### config.mk
export PLATFORM = sky130hd
export DESIGN_NAME = ex_mem_stage
export DESIGN_NICKNAME = d
export VERILOG_FILES = /design/src/rtl/ex_mem_stage_pkg.sv /design/src/rtl/ex_branch_resolve.sv /design/src/rtl/ex_mem_stage.sv
export SDC_FILE = /design/constraint.sdc
export NUM_CORES = 1
export LEC_CHECK = 0
export ABC_CLOCK_PERIOD_IN_PS = 1600
export BUFFER_PORTS_ARGS = -buffer_cell sky130_fd_sc_hd__buf_2
export CORE_MARGIN = 1.5
export CORE_UTILIZATION = 35
export DETAILED_ROUTE_END_ITERATION = 10
export HOLD_SLACK_MARGIN = 0.05
export PLACE_DENSITY = 0.72
export SETUP_SLACK_MARGIN = 0.1
export SKIP_LAST_GASP = 1
export SYNTH_ARGS = -nofsm -noshare
export SYNTH_HDL_FRONTEND = slang
export SYNTH_SLANG_ARGS = --single-unit
### constraint.sdc
create_clock -name clk -period 1.6 [get_ports clk]
set_clock_uncertainty 0.15 [all_clocks]
set_input_delay 0.16 -clock clk [delete_from_list [all_inputs] [get_ports clk]]
set_output_delay 0.16 -clock clk [all_outputs]
set_load 0.005 [all_outputs]
### src/rtl/ex_mem_stage_pkg.sv
// ex_mem_stage_pkg: shared types and encodings for the EX->MEM stage.
//   state_t            RUN/KILL redirect shadow state
//   CTRL_*             bit positions inside the 8-bit ctrl bundle
//                      {regwrite,memread,memwrite,dmtype[2:0],wdsel[1:0]}
//   WDSEL_*            writeback source select codes
//   EXC_INSTR_MISALIGN trap cause, present only with MISALIGN_TRAP_EN
package ex_mem_stage_pkg;
    typedef enum logic {RUN, KILL} state_t;
    localparam int CTRL_REGWRITE  = 7;
    localparam int CTRL_MEMREAD   = 6;
    localparam int CTRL_MEMWRITE  = 5;
    localparam int CTRL_DMTYPE_LSB = 2;
    localparam int CTRL_WDSEL_LSB = 0;
    localparam logic [1:0] WDSEL_ALU = 2'd0;
    localparam logic [1:0] WDSEL_MEM = 2'd1;
    localparam logic [1:0] WDSEL_PC4 = 2'd2;
`ifdef MISALIGN_TRAP_EN
    localparam logic [3:0] EXC_INSTR_MISALIGN = 4'd0;
`endif
endpackage

### src/rtl/ex_branch_resolve.sv
// ex_branch_resolve: combinational branch/jump resolution.
//   in  pc, imm, alu_c, zero, br, jal, jalr
//   out taken (redirect wanted), target (redirect address), link (pc+4)
module ex_branch_resolve #(
    parameter int XLEN = 32
) (
    input  logic [XLEN-1:0] pc,
    input  logic [XLEN-1:0] imm,
    input  logic [XLEN-1:0] alu_c,
    input  logic            zero,
    input  logic            br,
    input  logic            jal,
    input  logic            jalr,
    output logic            taken,
    output logic [XLEN-1:0] target,
    output logic [XLEN-1:0] link
);
    assign taken  = (br & zero) | jal | jalr;
    assign target = jalr ? (alu_c & ~XLEN'(1)) : pc + imm;
    assign link   = pc + XLEN'(4);
endmodule

### src/rtl/ex_mem_stage.sv
// ex_mem_stage: EX->MEM pipeline register with branch resolution, fetch redirect and wrong-path kill.
//   clk, rstn (async active-low)
//   ex_*       : EX beat in (valid/ready handshake), pc, alu result, zero, store data, imm, rd, ctrl, class
//   flush      : synchronous kill of stage contents, highest priority
//   mem_*      : MEM beat out (valid/ready handshake), result, rs2, rd, ctrl
//   redirect_* : one-cycle fetch redirect pulse and target
//   MISALIGN_TRAP_EN adds mem_exc/mem_cause/mem_badaddr for misaligned taken targets.
module ex_mem_stage
    import ex_mem_stage_pkg::*;
#(
    parameter int XLEN       = 32,
    parameter int KILL_SLOTS = 2
) (
    input  logic            clk,
    input  logic            rstn,
    input  logic            ex_valid,
    output logic            ex_ready,
    input  logic [XLEN-1:0] ex_pc,
    input  logic [XLEN-1:0] ex_alu_c,
    input  logic            ex_zero,
    input  logic [XLEN-1:0] ex_rs2,
    input  logic [XLEN-1:0] ex_imm,
    input  logic [4:0]      ex_rd,
    input  logic [7:0]      ex_ctrl,
    input  logic            ex_br,
    input  logic            ex_jal,
    input  logic            ex_jalr,
    input  logic            flush,
    output logic            mem_valid,
    input  logic            mem_ready,
    output logic [XLEN-1:0] mem_result,
    output logic [XLEN-1:0] mem_rs2,
    output logic [4:0]      mem_rd,
    output logic [7:0]      mem_ctrl,
    output logic            redirect_valid,
    output logic [XLEN-1:0] redirect_pc
`ifdef MISALIGN_TRAP_EN
    ,
    output logic            mem_exc,
    output logic [3:0]      mem_cause,
    output logic [XLEN-1:0] mem_badaddr
`endif
);
    localparam logic [1:0] KS = 2'(KILL_SLOTS);
    logic            taken, acc, load, drop, redir;
    logic [XLEN-1:0] target, link;
    logic [7:0]      ctrl_in;
    logic [1:0]      kcnt, kcnt_nxt;
    state_t          state, state_nxt;

    ex_branch_resolve #(.XLEN(XLEN)) u_resolve (
        .pc(ex_pc), .imm(ex_imm), .alu_c(ex_alu_c), .zero(ex_zero),
        .br(ex_br), .jal(ex_jal), .jalr(ex_jalr),
        .taken(taken), .target(target), .link(link)
    );

    assign ex_ready = ~mem_valid | mem_ready;
    assign acc      = ex_valid & ex_ready;
    assign load     = acc & (state == RUN);
    // Beats accepted in KILL are wrong-path: consumed but never reach MEM.
    assign drop     = acc & (state == KILL);

`ifdef MISALIGN_TRAP_EN
    logic mis;
    assign mis     = taken & (target[1:0] != 2'b00);
    assign redir   = taken & ~mis;
    assign ctrl_in = mis ? (ex_ctrl & ~(8'b1 << CTRL_REGWRITE)) : ex_ctrl;
`else
    assign redir   = taken;
    assign ctrl_in = ex_ctrl;
`endif

    always_comb begin
        state_nxt = state;
        kcnt_nxt  = kcnt;
        if (flush) begin
            state_nxt = RUN;
            kcnt_nxt  = '0;
        end else if (load & redir) begin
            state_nxt = KILL;
            kcnt_nxt  = KS;
        end else if (drop) begin
            state_nxt = (kcnt == 2'd1) ? RUN : KILL;
            kcnt_nxt  = kcnt - 2'd1;
        end
    end

    always_ff @(posedge clk or negedge rstn) begin
        if (!rstn) begin
            state          <= RUN;
            kcnt           <= '0;
            mem_valid      <= 1'b0;
            mem_result     <= '0;
            mem_rs2        <= '0;
            mem_rd         <= '0;
            mem_ctrl       <= '0;
            redirect_valid <= 1'b0;
            redirect_pc    <= '0;
`ifdef MISALIGN_TRAP_EN
            mem_exc        <= 1'b0;
            mem_cause      <= '0;
            mem_badaddr    <= '0;
`endif
        end else begin
            state          <= state_nxt;
            kcnt           <= kcnt_nxt;
            mem_valid      <= ~flush & (load | (mem_valid & ~mem_ready));
            // Single pulse: the redirecting beat moves us to KILL, so no reload can re-fire it.
            redirect_valid <= ~flush & load & redir;
            if (load & ~flush) begin
                mem_result <= (ex_jal | ex_jalr) ? link : ex_alu_c;
                mem_rs2    <= ex_rs2;
                mem_rd     <= ex_rd;
                mem_ctrl   <= ctrl_in;
`ifdef MISALIGN_TRAP_EN
                mem_exc     <= mis;
                mem_cause   <= EXC_INSTR_MISALIGN;
                mem_badaddr <= mis ? target : '0;
`endif
            end
            if (load & redir & ~flush)
                redirect_pc <= target;
        end
    end
endmodule
==> results of run 1 <==
[routing by layer]
| metal | part of all wire, % | track usage (%) |
|---|---|---|
| met5 | 0 | 0 |
| met4 | 5.1 | 14.6 |
| met3 | 7.3 | 5.22 |
| met2 | 49 | 46.9 |
| met1 | 39 | 35.2 |
[placed cells by master (no fill, tap or decap), types with 19 or more instances in the layout]
cell type and count:
nand2_4 38, o21ai_0 23, nand3_1 27, buf_6 31
o21ai_1 38, dfrtp_1 114, clkbuf_16 25, nand2_1 125
nand2_2 79, a21oi_1 26, xnor2_1 27, buf_2 250
dlygate4sd3_1 83, o21ai_2 23, ha_4 19, buf_4 154
a21o_1 20, nor2_1 36
[worst reg2reg max path, stage by stage, from the launching register on]
cell,delay (ns)
dfrtp_1,0.40
nand2b_4,0.11
nand2_4,0.09
buf_12,0.13
buf_6,0.10
or3_4,0.45
buf_6,0.15
buf_12,0.14
nand2_2,0.07
nand2_1,0.06
[final timing paths]
check | start | slack [ns] | end
max in group asynchronous | rstn | 0.70 | mem_rs2[18]
setup / recovery | ex_pc[1] | -0.44 | redirect_pc[25]
hold / removal | ex_imm[31] | 0.12 | redirect_pc[31]
setup reg to reg | mem_valid | -0.36 | mem_rd[2]
min in group asynchronous | rstn | 0.15 | redirect_valid
hold reg to reg | mem_ctrl[4] | 0.33 | mem_ctrl[4]
[power groups by stage]
stage / combinational [mW] / clock [mW] / sequential, mW
finish: 4.69 / 3.83 / 4.08
detailed placement: 3.37 / 0 / 3.92
global placement: 3.31 / 0 / 3.89
CTS: 4.06 / 3.87 / 3.93
floorplan: 1.56 / 0 / 3.95
global route: 5.00 / 4.00 / 4.14
[layout make-up]
cell class | instances | area [sq um]
fillers | 1371 | 6050
multi-input cells | 688 | 5270
repair buffers | 559 | 4430
flip-flops and latches | 114 | 2850
clock buffers | 18 | 439
well taps | 265 | 332
clock inverters | 14 | 156
inverters | 11 | 48.8
repair inverters | 1 | 8.76
[metrics by stage]
step / TNS, ns / power, mW / utilization [%] / hold slack, ns / instances
6_report: -26.47 / 12.6 / 69.1 / 0.123 / 1670
5_1_grt: -31.87 / 13.1 / 69.1 / 0.128 / 1670
4_1_cts: -12.23 / 11.9 / 64.5 / 0.0190 / 1650
3_5_place_dp: -29.52 / 7.29 / 51.1 / 0.0646 / 1495
3_3_place_gp: -27.76 / 7.20 / 51.1 / 0.0623 / 1495
2_1_floorplan: -8.50 / 5.51 / - / -0.286 / 854
[flip-flops by register name (all words and copies together), names as in the netlist]
register / flops
mem_rs2: 32
mem_ctrl: 8
kcnt: 2
redirect_valid: 1
mem_result: 32
mem_valid: 1
state: 1
mem_rd: 5
redirect_pc: 32
[logic make-up (layout without fill, tap and decap cells)]
| logic type | count (synthesis) | in the layout |
|---|---|---|
| DFF | 114 | 114 |
| xor gates and xnor gates | 48 | 48 |
| muxes | 17 | 17 |
| buffers and inverters | 55 | 603 |
| adders and majority gates | 34 | 34 |
| AOI/OAI and AO/OA | 202 | 202 |
| and+or+nand+nor | 384 | 387 |
[timing repair]
item	4_1_cts	5_1_grt
hold endpoints to repair	226	0
hold buffers	83	0
endpoints found under the setup margin	111	113
setup buffers	23	23
gates resized for setup	175	190
cloned	17	10
pin swaps	56	71
==> flow_summary_export.csv, run 1 <==
group,metric,value,unit
status,status,"finished with violations",
status,violations,"setup timing",
worst_setup_path,worst-path-max-fanout,3,
worst_setup_path,end_kind,"flip-flop",
detailed_routing,drt_wl_total,32800,um
sta,maxSlewViolCount,0,
floorplanning,core,19600,sq um
clock_network,cts-root-buf,"clkbuf_16",
worst_setup_path,cp.depth,10,
power_and_ir_drop,p_leak,6.59,nW
power_and_ir_drop,clockPowerShare,30.4,%
floorplanning,fp-row-count,51,
synthesis,synth_compound_area_share,17.7,%
floorplanning,die_width,145,um
floorplanning,die_area,21000,sq um
synthesis,synth_most_common_cell,"nand2_1",
global_route,grt_overflow_total,0,
worst_setup_path,cpMostUsedCell,"nor3_4",
synthesis,yosys-top-cells-count,"240 x nand2_1, 114 x dfrtp_1, 77 x o21ai_0",
clock_network,cts.sinks,114,
power_and_ir_drop,switching_power,4.32,mW
synthesis,synth.area.top_cells,"dfrtp_1 40%, nand2_1 13%, ha_1 5.9%",
sta,post-route-period-util,128,%
sta,final-setup-viol-count,111,
worst_setup_path,crit_type,"input pin to flip-flop",
synthesis,yosysSeqAreaShare,40.4,%
global_route,antenna_found_initial,0,
hold_path,hold_path_class,"input pin to flip-flop",
synthesis,synth_top_family_by_area,"simple AND/OR/NAND/NOR gates",
sta,rsz0062_at_grt,"true",
synthesis,yosysTopAreaCell,"dfrtp_1",
run,max_cap_violations,0,
detailed_routing,antenna_left,0,
clock_network,numCtsBuffers,17,
synthesis,yosys_warnings,0,
hold_path,hold_depth,5,
layout,drive_above_1_share,53.6,%
place,place.gp.congestion,0.889,
global_route,grt_max_degree,79,
detailed_routing,drt_iter0_drc,612,
worst_setup_path,arrival,2.24,ns
detailed_routing,drt-wirelength-per-cell,19.7,um
clock_network,cts_max_level,4,
synthesis,yosys.cell_types.count,59,
synthesis,synth_top_area_share,40.4,%
worst_setup_path,r2r_cells,9,
place,place_area,10000,sq um
global_route,grt_usage,28.3,%
place,place_hpwl,19700,um
clock_network,clk_pin_slew,0.06,ns
synthesis,synthXorXnorAreaFrac,5.96,%
floorplanning,initial_core_util,36.0,%
sta,fmax,489,MHz
global_route,grt_pass1_vias,8791,
synthesis,synth-edff-count,0,
synthesis,syn_avg_cell_area,8.26,sq um
clock_network,worstSkewPairLatency,0.41,ns
synthesis,synth.area.mux_share,2.41,%
floorplanning,ios,262,
layout,fin_nets,1576,
sta,hold_violations,0,
power_and_ir_drop,swShare,34.3,%
power_and_ir_drop,combPwrFrac,37.2,%
clock_network,cts_buffer_depth,2,
worst_setup_path,critPathRequiredTime,1.80,ns
power_and_ir_drop,pwr_density_cell,930,nW/um^2
sta,worst_slack,-0.443,ns
synthesis,syn-instance-count,854,
clock_network,cts_tree,"done",
power_and_ir_drop,pwr-share-seq,32.4,%
place,io_buffers,261,
layout,antenna_cells,0,
layout,fin_area,13500,sq um
synthesis,synth-main-ff-cell,"dfrtp_1",
worst_setup_path,worst-path-buf-inv,1,
place,pre_cts_ws,-0.866,ns
worst_setup_path,cp_slowest_cell,"or4_1",
synthesis,syn-num-nets,1038,
sta,worstMarginPinSlew,0.562,ns
layout,area_growth,91.8,%
detailed_routing,firstDrtPassIters,6,
synthesis,ys_async_sr_fraction,100,%
detailed_routing,vias_per_cell,5.37,
detailed_routing,via_count,8965,
synthesis,synth-simple-area-share,23.4,%
floorplanning,dieHeight,145,um
power_and_ir_drop,ir_drop,0.685,mV
worst_setup_path,path_cells,"buf_8 -> ha_4 -> a21oi_4 -> nand4b_1 -> a211oi_4 -> nor3_4 -> nor3_4 -> a311oi_2 -> or4_1 -> nand3_1",
worst_setup_path,cpPeakStageDelay,0.42,ns
synthesis,synth_seq_cells,114,
worst_setup_path,path_delay_family,"simple AND/OR/NAND/NOR gates",
global_route,grt_pass1_wl,46800,um
detailed_routing,drc,0,
synthesis,mappedNetlistArea,7060,sq um
sta,fin_crit,2.04,ns
worst_setup_path,start_kind,"input pin",
synthesis,synthAdderAreaFrac,6.13,%
sta,maxSlewHeadroom,62.5,%
power_and_ir_drop,intPower,8.27,mW
(Power assumes the default switching activity.)
==> run 2: changes to the inputs <==
--- a/config.mk
+++ b/config.mk
@@ -8,10 +8,10 @@
 export ABC_CLOCK_PERIOD_IN_PS = 1600
 export BUFFER_PORTS_ARGS = -buffer_cell sky130_fd_sc_hd__buf_2
 export CORE_MARGIN = 1.5
-export CORE_UTILIZATION = 35
+export CORE_UTILIZATION = 45
 export DETAILED_ROUTE_END_ITERATION = 10
 export HOLD_SLACK_MARGIN = 0.05
-export PLACE_DENSITY = 0.72
+export PLACE_DENSITY = 0.87
 export SETUP_SLACK_MARGIN = 0.1
 export SKIP_LAST_GASP = 1
 export SYNTH_ARGS = -nofsm -noshare
==> run 2 against run 1 <==
- the flow now stops in global routing (5_1_grt)
- synthesized area did not move
- synthesized cell count did not move
==> flow_summary_export.csv, run 2 <==
group,metric,value,unit
synthesis,synth_most_common_cell,"nand2_1",
global_route,grt_max_degree,39,
synthesis,yosys_warnings,0,
place,place_hpwl,19400,um
synthesis,synth.area.top_cells,"dfrtp_1 40%, nand2_1 13%, ha_1 5.9%",
clock_network,cts-root-buf,"clkbuf_16",
synthesis,mappedNetlistArea,7060,sq um
synthesis,yosysTopAreaCell,"dfrtp_1",
status,error,"[ERROR GRT-0232] Routing congestion too high. Check the congestion heatmap in the GUI.",
floorplanning,fp-row-count,45,
place,place.gp.congestion,0.920,
clock_network,numCtsBuffers,17,
status,status,"did not finish",
synthesis,synth_seq_cells,114,
synthesis,synth_top_family_by_area,"simple AND/OR/NAND/NOR gates",
status,haltStage,"global routing (5_1_grt)",
synthesis,yosys.cell_types.count,59,
synthesis,synth_top_area_share,40.4,%
synthesis,synth-simple-area-share,23.4,%
synthesis,synth.area.mux_share,2.41,%
synthesis,yosys-top-cells-count,"240 x nand2_1, 114 x dfrtp_1, 77 x o21ai_0",
sta,worst_endpoint,"redirect_pc[30]$_DFFE_PN0P_/D",
floorplanning,initial_core_util,46.3,%
global_route,grt_usage,78.3,%
synthesis,yosysSeqAreaShare,40.4,%
synthesis,synth-edff-count,0,
synthesis,syn-num-nets,1038,
clock_network,cts.sinks,114,
synthesis,synthXorXnorAreaFrac,5.96,%
floorplanning,dieHeight,128,um
place,pre_cts_ws,-0.808,ns
floorplanning,die_width,128,um
clock_network,cts_buffer_depth,2,
synthesis,synth_compound_area_share,17.7,%
place,io_buffers,261,
synthesis,synthAdderAreaFrac,6.13,%
synthesis,syn_avg_cell_area,8.26,sq um
clock_network,cts_max_level,4,
synthesis,syn-instance-count,854,
synthesis,synth-main-ff-cell,"dfrtp_1",
sta,worst-ep-kind,"sequential cell input",
global_route,grt_overflow_total,52,
floorplanning,ios,262,
synthesis,ys_async_sr_fraction,100,%
run 2: cell counts after synthesis:
Identical to the previous run, type by type.
run 2: timing repair:
| action | CTS |
|---|---|
| hold buffers | 83 |
| endpoints found under the setup margin | 111 |
| pin swaps | 77 |
| resized for setup | 199 |
| setup buffers | 43 |
| hold endpoints to repair | 226 |
| cloned | 23 |
run 2: per-layer routing:
| layer | GRT overflow | GRT usage (%) |
|---|---|---|
| met4 | 25 | 82.4 |
| met2 | 24 | 94.7 |
| met5 | 0 | 19.5 |
| met1 | 1 | 76.1 |
| met3 | 2 | 65.3 |
run 2: per-stage QoR:
step | TNS [ns] | hold WS (ns) | cells | utilization [%] | cell area (sq um)
after floorplan | -8.50 | -0.286 | 854 | - | 7540
after global placement | -26.54 | -0.0643 | 1435 | 65.0 | 9910
after detailed placement | -31.92 | -0.0679 | 1435 | 65.0 | 9910
after CTS | -20.25 | 0.0817 | 1615 | 85.6 | 13100
run 2: kinds of logic after synthesis:
family | after synthesis
multiplexers | 17
adder cells (fa/ha/maj) | 34
XOR/XNOR | 48
flip-flops | 114
AO/OA/AOI/OAI | 202
AND/OR/NAND/NOR | 384
buffers and inverters | 55
==> run 3: changes to the inputs <==
--- a/config.mk
+++ b/config.mk
@@ -5,14 +5,12 @@
 export SDC_FILE = /design/constraint.sdc
 export NUM_CORES = 1
 export LEC_CHECK = 0
-export ABC_CLOCK_PERIOD_IN_PS = 1600
+export ABC_CLOCK_PERIOD_IN_PS = 2100
 export BUFFER_PORTS_ARGS = -buffer_cell sky130_fd_sc_hd__buf_2
 export CORE_MARGIN = 1.5
-export CORE_UTILIZATION = 45
+export CORE_UTILIZATION = 40
 export DETAILED_ROUTE_END_ITERATION = 10
-export HOLD_SLACK_MARGIN = 0.05
-export PLACE_DENSITY = 0.87
-export SETUP_SLACK_MARGIN = 0.1
+export PLACE_DENSITY_LB_ADDON = 0.15
 export SKIP_LAST_GASP = 1
 export SYNTH_ARGS = -nofsm -noshare
 export SYNTH_HDL_FRONTEND = slang
==> constraint.sdc (replaced) <==
create_clock -name clk -period 2.1 [get_ports clk]
set_clock_uncertainty 0.15 [all_clocks]
set_input_delay 0.21 -clock clk [delete_from_list [all_inputs] [get_ports clk]]
set_output_delay 0.21 -clock clk [all_outputs]
set_load 0.005 [all_outputs]
==> run 3 against run 2 <==
- the run now ends clean
==> flow_summary_export.csv, run 3 (synthesized netlist as in run 1, its figures left out) <==
group,metric,value,unit
status,status,"complete, no violations",
power_and_ir_drop,pwr_density_cell,760,nW/um^2
power_and_ir_drop,swShare,30.2,%
worst_setup_path,path_delay_family,"simple AND/OR/NAND/NOR gates",
hold_path,hold_path_class,"input pin to flip-flop",
global_route,grt_overflow_total,0,
place,pre_cts_ws,-0.478,ns
global_route,grt_pass1_wl,36600,um
sta,final-setup-viol-count,0,
worst_setup_path,crit_path_start,"ex_pc[0]",
sta,holdWs,0.0166,ns
power_and_ir_drop,switching_power,2.54,mW
layout,layout_common_cells,"258 x buf_2, 240 x nand2_1, 137 x buf_4, 114 x dfrtp_1, 73 x o21ai_0",
power_and_ir_drop,clockPowerShare,34.2,%
detailed_routing,drt_wl_total,24000,um
global_route,grt_pass1_vias,7193,
sta,fmax,484,MHz
clock_network,cts_tree,"done",
sta,maxSlewViolCount,0,
layout,antenna_cells,0,
floorplanning,die_width,136,um
clock_network,cts_max_level,4,
layout,drive_above_1_share,36.6,%
sta,worst_slack,0.0340,ns
floorplanning,die_area,18500,sq um
clock_network,clk_pin_slew,0.05,ns
layout,area_growth,56.7,%
global_route,grt_usage,25.7,%
sta,worstMarginPinSlew,0.600,ns
layout,layout_commonest_cell,"buf_2",
sta,post-route-period-util,98.4,%
detailed_routing,antenna_left,0,
layout,fin_nets,1484,
detailed_routing,via_count,7584,
floorplanning,initial_core_util,40.8,%
detailed_routing,drt-wirelength-per-cell,15.6,um
clock_network,cts_buffer_depth,2,
sta,hold_violations,0,
worst_setup_path,end_kind,"flip-flop",
layout,final_util,63.9,%
detailed_routing,vias_per_cell,4.94,
worst_setup_path,critPathRequiredTime,2.22,ns
power_and_ir_drop,ir_drop,0.474,mV
floorplanning,fp-row-count,48,
worst_setup_path,r2r_start,"mem_valid",
worst_setup_path,cp_slowest_cell,"fa_2",
sta,maxSlewHeadroom,60.0,%
worst_setup_path,crit_type,"input pin to flip-flop",
place,place_hpwl,18500,um
sta,fin_crit,2.07,ns
power_and_ir_drop,combPwrFrac,31.0,%
global_route,antenna_found_initial,0,
floorplanning,dieHeight,136,um
worst_setup_path,worst-path-max-fanout,5,
clock_network,cts.sinks,114,
power_and_ir_drop,pwr-share-seq,34.8,%
worst_setup_path,path_cells,"buf_6 -> ha_4 -> fa_2 -> a211oi_2 -> o21ai_2 -> nand3_2 -> nand4_1 -> nand2_4 -> o311ai_4 -> mux2i_2 -> nand3_1",
global_route,grt_max_degree,56,
worst_setup_path,worst-path-buf-inv,1,
floorplanning,ios,262,
clock_network,cts-root-buf,"clkbuf_16",
clock_network,worstSkewPairLatency,0.40,ns
detailed_routing,firstDrtPassIters,5,
worst_setup_path,ff2ff_setup_slack,0.18,ns
place,io_buffers,261,
floorplanning,core,17300,sq um
layout,reg.largest.list,"mem_result x32, mem_rs2 x32, redirect_pc x32",
worst_setup_path,arrival,2.19,ns
place,place.gp.congestion,0.901,
run,max_cap_violations,0,
worst_setup_path,cpPeakStageDelay,0.39,ns
power_and_ir_drop,intPower,5.87,mW
hold_path,min-delay-start,"ex_alu_c[10]",
power_and_ir_drop,p_leak,5.70,nW
clock_network,numCtsBuffers,17,
sta,rsz0062_at_grt,"true",
detailed_routing,drc,0,
worst_setup_path,start_kind,"input pin",
detailed_routing,drt_iter0_drc,395,
==> run 3: timing repair <==
item                                    4_1_cts  5_1_grt
pin swaps                                     4       15
endpoints found under the hold margin       113        0
gates resized for setup                       2       28
hold buffers                                 71        0
endpoints found under the setup margin        2       15
setup buffers                                 1        0
==> run 3: final timing paths <==
| kind | to | depth (start not counted) |
|---|---|---|
| min in group asynchronous | mem_rs2[15] | 2 |
| worst min register to register | mem_rs2[23] | 2 |
| worst min-delay path | redirect_pc[10] | 4 |
| worst max-delay path | redirect_pc[24] | 11 |
| max in group asynchronous | mem_rs2[7] | 3 |
| worst max register to register | redirect_pc[25] | 7 |
==> run 3: per-layer routing <==
layer / part of all wire [%] / up-vias / track usage, %
met1: 47 / 3448 / 35.3
met5: 0 / - / 0
met4: 2.4 / 0 / 9.08
li1: - / 3843 / -
met3: 5.9 / 34 / 3.77
met2: 45 / 259 / 41.2
==> run 3: stage by stage <==
step | instances | TNS, ns | power (mW) | cell area (sq um)
floorplan | 854 | -0.186 | 4.07 | 7170
CTS | 1536 | 0 | 8.41 | 10900
detailed placement | 1434 | -7.69 | 5.40 | 9590
global route | 1536 | -0.188 | 8.90 | 11100
finish | 1536 | 0 | 8.41 | 11100
global placement | 1434 | -6.93 | 5.35 | 9590
==> run 3: cell type report <==
cell class | instances | area [sq um]
clock buffer | 19 | 453
clock inverter | 11 | 138
fill | 1512 | 6240
inverter | 11 | 41.3
multi-input combinational | 685 | 4190
sequential | 114 | 2850
tap | 225 | 282
timing repair buffer | 471 | 3100
==> run 3: tightest hold or removal path: cells and delay by family <==
family          cells  cell delay, ns
simple gates        1            0.14
buf+inv             1            0.08
compound gates      2            0.10
==> run 3: power by group through the flow <==
stage               Clock [mW]  Combinational, mW  Sequential, mW
global placement             0               2.40            2.95
CTS                       2.92               2.55            2.93
global route              3.02               2.88            2.99
floorplan                    0               1.07            3.01
finish                    2.87               2.61            2.93
detailed placement           0               2.43            2.97
